[config.mk]
export PLATFORM = sky130hd
export DESIGN_NAME = seq_pattern_gen
export DESIGN_NICKNAME = d
export VERILOG_FILES = /design/src/rtl/seq_pattern_gen.sv
export SDC_FILE = /design/constraint.sdc
export NUM_CORES = 1
export LEC_CHECK = 0
export ABC_AREA = 1
export BUFFER_PORTS_ARGS = -buffer_cell sky130_fd_sc_hd__buf_4
export CAP_MARGIN = 20
export CORE_ASPECT_RATIO = 0.8
export CORE_MARGIN = 3
export CORE_UTILIZATION = 38
export DETAILED_ROUTE_END_ITERATION = 7
export PLACE_DENSITY = 0.54
export SLEW_MARGIN = 25
export SYNTH_ARGS = -nofsm -noshare
export SYNTH_HDL_FRONTEND = slang
export SYNTH_SLANG_ARGS = --single-unit
[constraint.sdc]
create_clock -name clk -period 1.7 [get_ports clk]
set_clock_uncertainty 0.15 [all_clocks]
set_input_delay 0 -clock clk [delete_from_list [all_inputs] [get_ports clk]]
set_output_delay 0 -clock clk [all_outputs]
set_load 0.05 [all_outputs]
[src/rtl/seq_pattern_gen.sv]
`default_nettype none
// ============================================================================
// Module   : seq_pattern_gen
// Brief    : Serial bit-pattern transmitter. Shifts a latched parallel
//            pattern out MSB first on x, repeated repeat_n times with gap
//            idle cycles between repetitions, then pulses done.
// Revision : 1.0 - initial release
// ============================================================================
module seq_pattern_gen #(
    parameter int PAT_W = 4,
    parameter int CNT_W = 4,
    parameter int GAP_W = 4
) (
    input  logic             clk,
    input  logic             reset,
    input  logic             start,
    input  logic             abort,
    input  logic [PAT_W-1:0] pattern,
    input  logic [CNT_W-1:0] repeat_n,
    input  logic [GAP_W-1:0] gap,
    output logic             x,
    output logic             sof,
    output logic             busy,
    output logic             done,
    output logic [3:0]       state_out
);

    localparam int c_IDX_W = (PAT_W > 1) ? $clog2(PAT_W) : 1;
    localparam logic [c_IDX_W-1:0] c_IDX_MSB = c_IDX_W'(PAT_W - 1);

    typedef enum logic [1:0] {
        S_IDLE = 2'd0,
        S_SEND = 2'd1,
        S_GAP  = 2'd2,
        S_DONE = 2'd3
    } state_t;

    state_t             r_state;
    state_t             w_state_nxt;

    // Transaction parameters captured on the accepted start
    logic [PAT_W-1:0]   r_pat;
    logic [PAT_W-1:0]   w_pat_nxt;
    logic [GAP_W-1:0]   r_gap_len;
    logic [GAP_W-1:0]   w_gap_len_nxt;

    // Working counters: repetitions still owed (including the current one),
    // index of the bit currently on x, and gap cycles still owed (including
    // the current one)
    logic [CNT_W-1:0]   r_reps;
    logic [CNT_W-1:0]   w_reps_nxt;
    logic [c_IDX_W-1:0] r_bit_idx;
    logic [c_IDX_W-1:0] w_bit_idx_nxt;
    logic [GAP_W-1:0]   r_gap_cnt;
    logic [GAP_W-1:0]   w_gap_cnt_nxt;

    // Output registers, loaded with the values belonging to the next state
    logic               r_x;
    logic               r_sof;
    logic               r_busy;
    logic               r_done;
    logic               w_x;
    logic               w_sof;
    logic               w_busy;
    logic               w_done;

    logic [c_IDX_W-1:0] w_idx_dec;

    assign w_idx_dec = r_bit_idx - c_IDX_W'(1);

    // Next-state and next-output decode; outputs are precomputed here so they
    // appear on the same edge the state changes
    always_comb begin
        w_state_nxt   = r_state;
        w_pat_nxt     = r_pat;
        w_gap_len_nxt = r_gap_len;
        w_reps_nxt    = r_reps;
        w_bit_idx_nxt = r_bit_idx;
        w_gap_cnt_nxt = r_gap_cnt;
        w_x           = 1'b0;
        w_sof         = 1'b0;
        w_busy        = 1'b0;
        w_done        = 1'b0;

        if (abort) begin
            // Abort wins over everything, including a same-cycle start;
            // drop straight back to idle with no done pulse
            w_state_nxt = S_IDLE;
        end else begin
            case (r_state)
                S_IDLE: begin
                    if (start) begin
                        w_pat_nxt     = pattern;
                        w_gap_len_nxt = gap;
                        w_reps_nxt    = repeat_n;
                        if (repeat_n == '0) begin
                            // Nothing to send: report completion immediately
                            w_state_nxt = S_DONE;
                            w_done      = 1'b1;
                        end else begin
                            w_state_nxt   = S_SEND;
                            w_bit_idx_nxt = c_IDX_MSB;
                            w_x           = pattern[PAT_W-1];
                            w_sof         = 1'b1;
                            w_busy        = 1'b1;
                        end
                    end
                end

                S_SEND: begin
                    w_busy = 1'b1;
                    if (r_bit_idx != '0) begin
                        w_bit_idx_nxt = w_idx_dec;
                        w_x           = r_pat[w_idx_dec];
                    end else begin
                        // Last bit of this repetition is on x now
                        w_reps_nxt = r_reps - CNT_W'(1);
                        if (r_reps == CNT_W'(1)) begin
                            w_state_nxt = S_DONE;
                            w_busy      = 1'b0;
                            w_done      = 1'b1;
                        end else if (r_gap_len == '0) begin
                            // Back-to-back repetition
                            w_bit_idx_nxt = c_IDX_MSB;
                            w_x           = r_pat[PAT_W-1];
                            w_sof         = 1'b1;
                        end else begin
                            w_state_nxt   = S_GAP;
                            w_gap_cnt_nxt = r_gap_len;
                        end
                    end
                end

                S_GAP: begin
                    w_busy = 1'b1;
                    if (r_gap_cnt <= GAP_W'(1)) begin
                        w_state_nxt   = S_SEND;
                        w_bit_idx_nxt = c_IDX_MSB;
                        w_x           = r_pat[PAT_W-1];
                        w_sof         = 1'b1;
                    end else begin
                        w_gap_cnt_nxt = r_gap_cnt - GAP_W'(1);
                    end
                end

                S_DONE: begin
                    // done was already presented for this one cycle
                    w_state_nxt = S_IDLE;
                end

                default: begin
                    w_state_nxt = S_IDLE;
                end
            endcase
        end
    end

    // State, counters, latched parameters and output registers
    always_ff @(posedge clk or negedge reset) begin
        if (!reset) begin
            r_state   <= S_IDLE;
            r_pat     <= '0;
            r_gap_len <= '0;
            r_reps    <= '0;
            r_bit_idx <= '0;
            r_gap_cnt <= '0;
            r_x       <= 1'b0;
            r_sof     <= 1'b0;
            r_busy    <= 1'b0;
            r_done    <= 1'b0;
        end else begin
            r_state   <= w_state_nxt;
            r_pat     <= w_pat_nxt;
            r_gap_len <= w_gap_len_nxt;
            r_reps    <= w_reps_nxt;
            r_bit_idx <= w_bit_idx_nxt;
            r_gap_cnt <= w_gap_cnt_nxt;
            r_x       <= w_x;
            r_sof     <= w_sof;
            r_busy    <= w_busy;
            r_done    <= w_done;
        end
    end

    assign x         = r_x;
    assign sof       = r_sof;
    assign busy      = r_busy;
    assign done      = r_done;
    assign state_out = {2'b00, r_state};

endmodule
`default_nettype wire

==> flow_summary.yaml <==
floorplanning:
  std_cell_rows: 20
  die_w_um: 77.5
  io_pins: 24
  fp.dieArea_sq_um: 4900
  core_region_area_sq_um: 3850
  start_util_pct: 40.3
  die_height_um: 63.2
clock_network:
  cts_tree: "built"
  cts_inserted_buffers: 3
  clk_path_buf_depth: 2
  cts_root_buf: "clkbuf_8"
  clkSlewWorstSetupHoldPaths_ps: 90
  clock-sinks: 24
  clock_latency_ps: 280
  ctsHtreeMaxLevel: 1
setup_path:
  crit_slowest_cell: "dfrtp_1"
  startpoint: "r_gap_cnt[0]"
  required_ps: 1760
  critical_path.endpoint_type: "flip-flop"
  timing.rr.start: "r_gap_cnt[0]"
  cp_max_fo: 4
  worst_r2r_endpoint: "r_gap_cnt[2]"
  start_kind: "flip-flop"
  cp.arrival_ps: 1690
  ff2ff_path_depth: 11
  endpoint: "r_gap_cnt[2]"
  path_cells: "buf_4, ha_1, inv_1, nand2_2, nand2_2, nand2_4, nand2_4, inv_1, nor2_2, nand2_1, nand2_1"
  path_class: "flip-flop to flip-flop"
  slowest_delay_ps: 430
  reg2reg_slack_ps: 80
yosys:
  synth_cell_types: 28
  ys_ff_latch: 24
  yosys.area_share.simple_pct: 34.5
  yosys_warnings: 0
  seq_area_frac_synth_pct: 38.6
  synth-adder-area-share_pct: 4.03
  syn-cell-area_sq_um: 1550
  synth.area.top_cells: "dfrtp_1, nand2_1, inv_1"
  yosysTopAreaCellShare_pct: 38.6
  syn_avg_cell_area_sq_um: 7.54
  synth_top_family_by_area: "simple AND/OR/NAND/NOR gates"
  synth.area.mux_share_pct: 4.35
  synth_compound_area_share_pct: 8.53
  synth-xor-area-share_pct: 0.564
  synth_largest_area_cell: "dfrtp_1"
  syn_inst: 206
power:
  ir_drop_v: 0.000747
  p_per_area_nw_per_um2: 1610
  power.total_mw: 3.29
  leakage_nw: 1.04
global_routing:
  grt_overflow: 0
  grt_pass1_vias: 1396
  antenna_found_initial: 0
  grt_pass1_wl_mm: 6.21
  grt_max_degree: 25
  grt_use_total_pct: 15.7
drt:
  vias: 1462
  avgViaCountPerCell: 4.83
  met2_length_mm: 1.61
  antenna_left: 0
  met3_length_um: 226
  drc: 0
  wire_per_inst_um: 11.9
  dr.pass1.iters: 5
  drt_iter0_markers: 100
  met1_length_mm: 1.74
  wl_mm: 3.60
  top_layer_used: "met4"
placed_design:
  preCtsSetupSlack_ps: 34.8
  gp_congestion: 0.846
  io_buffers: 21
  dp_hpwl_mm: 2.69
hold_path:
  holdCritPathClass: "input port to asynchronous set/reset pin"
sta:
  timing.fmax_mhz: 616
  rsz0062_at_grt: "yes"
  setup_viol_count_final: 0
  timing.final.crit_share_pct: 95.5
  holdWs_ps: 14.8
  drv_slew: 0
  period_needed_ps: 1620
  worst_slack_ps: 76.3
  hold_viol: 0
layout:
  syn_to_final_growth_pct: 32.0
  drive_gt1_share_pct: 28.2
  n_antenna_cell: 0
  fillers: 373
  layout.nets: 270
outcome:
  outcome: "finished clean"
flow_run:
  max_cap_viol_count: 0
-- power by group --
| part | total, mW | switching, mW | internal (mW) |
|---|---|---|---|
| sequential | 1.03 | 0.203 | 0.824 |
| combinational | 1.76 | 1.09 | 0.670 |
| clock | 0.507 | 0.192 | 0.315 |
| total | 3.29 | 1.49 | 1.81 |
-- state kept, by name (all words and copies together) (netlist names) --
register	count
busy	1
done	1
r_bit_idx	2
r_gap_cnt	4
r_gap_len	4
r_pat	4
r_reps	4
r_state	2
sof	1
x	1
-- layout by cell type, fill, tap and decap left out, drive strengths merged --
| master | netlist | final |
|---|---|---|
| nor2 | 24 | 24 |
| o21ai | 16 | 16 |
| nand3 | 22 | 22 |
| conb | 1 | 2 |
| mux2 | 6 | 6 |
| dfrtp | 24 | 24 |
| nand2 | 62 | 62 |
| inv | 29 | 29 |
| clkinv | 1 | 1 |
| dlygate4sd3 | 0 | 15 |
| or2 | 1 | 1 |
| a21oi | 6 | 6 |
| bufinv | 0 | 1 |
| nand4 | 4 | 4 |
| xnor2 | 1 | 1 |
| clkbuf | 0 | 3 |
| o21bai | 1 | 1 |
| buf | 3 | 25 |
| ha | 5 | 5 |
-- per-layer routing --
| layer | vias to the layer above | track usage [%] |
|---|---|---|
| li1 | 741 | - |
| met2 | 38 | 25.1 |
| met4 | 0 | 3.33 |
| met1 | 678 | 21.4 |
| met5 | - | 0 |
| met3 | 5 | 4.14 |
-- cells in the mapped netlist, drive strengths merged --
cell type	instances
nand2	62
inv	29
dfrtp	24
nor2	24
nand3	22
o21ai	16
a21oi	6
mux2	6
ha	5
nand4	4
buf	3
clkinv	1
conb	1
o21bai	1
or2	1
xnor2	1
-- per-stage QoR --
step                      cell area (sq um)  instances  util, %  TNS, ps
after floorplan                        1560        207        -        0
after global placement                 1770        281     45.9        0
after detailed placement               1770        281     45.9        0
after CTS                              1990        300     51.6        0
after global routing                   2050        303     53.2    -44.5
final                                  2050        303     53.2        0
-- worst min-delay path by stage --
| stage | from | slack, ps | endpoint | cells past startpoint |
|---|---|---|---|---|
| finish | reset | 10 | r_bit_idx[1] | 2 |
| global route | reset | 40 | r_bit_idx[1] | 2 |
| CTS | reset | 20 | r_bit_idx[1] | 2 |
| detailed placement | reset | -230 | r_reps[2] | 1 |
| global placement | reset | -230 | r_reps[2] | 1 |
| floorplan | reset | -450 | busy | 0 |
-- kinds of logic (layout without fill, tap and decap cells) --
group | after synthesis | count (layout)
multiplexers | 6 | 6
XOR/XNOR | 1 | 1
adder cells (fa/ha/maj) | 5 | 5
flip-flops | 24 | 24
other | 1 | 2
buffers and inverters | 33 | 74
AO/OA/AOI/OAI | 23 | 23
AND/OR/NAND/NOR | 113 | 113
-- worst max-delay path: cells and delay by family (launching register included) --
| family | cells | cell delay (ps) |
|---|---|---|
| buffers and inverters | 3 | 280 |
| flip-flops | 1 | 430 |
| adder cells (fa/ha/maj) | 1 | 180 |
| AND/OR/NAND/NOR | 7 | 540 |
-- final cells by class --
| class | instances | area, sq um | area share, % |
|---|---|---|---|
| multi-input combinational | 150 | 856 | 41.7 |
| sequential | 24 | 603 | 29.4 |
| timing repair buffer | 40 | 338 | 16.5 |
| inverter | 30 | 115 | 5.61 |
| tap | 55 | 68.8 | 3.35 |
| clock buffer | 3 | 41.3 | 2.01 |
| clock inverter | 1 | 30.0 | 1.46 |
-- what timing repair did --
item,in CTS,in global routing
resized for setup,0,18
buffers inserted,0,3
hold buffers,15,0
setup endpoints to repair,0,14
endpoints found under the hold margin,38,0
Power figures use the tool's default switching activity.
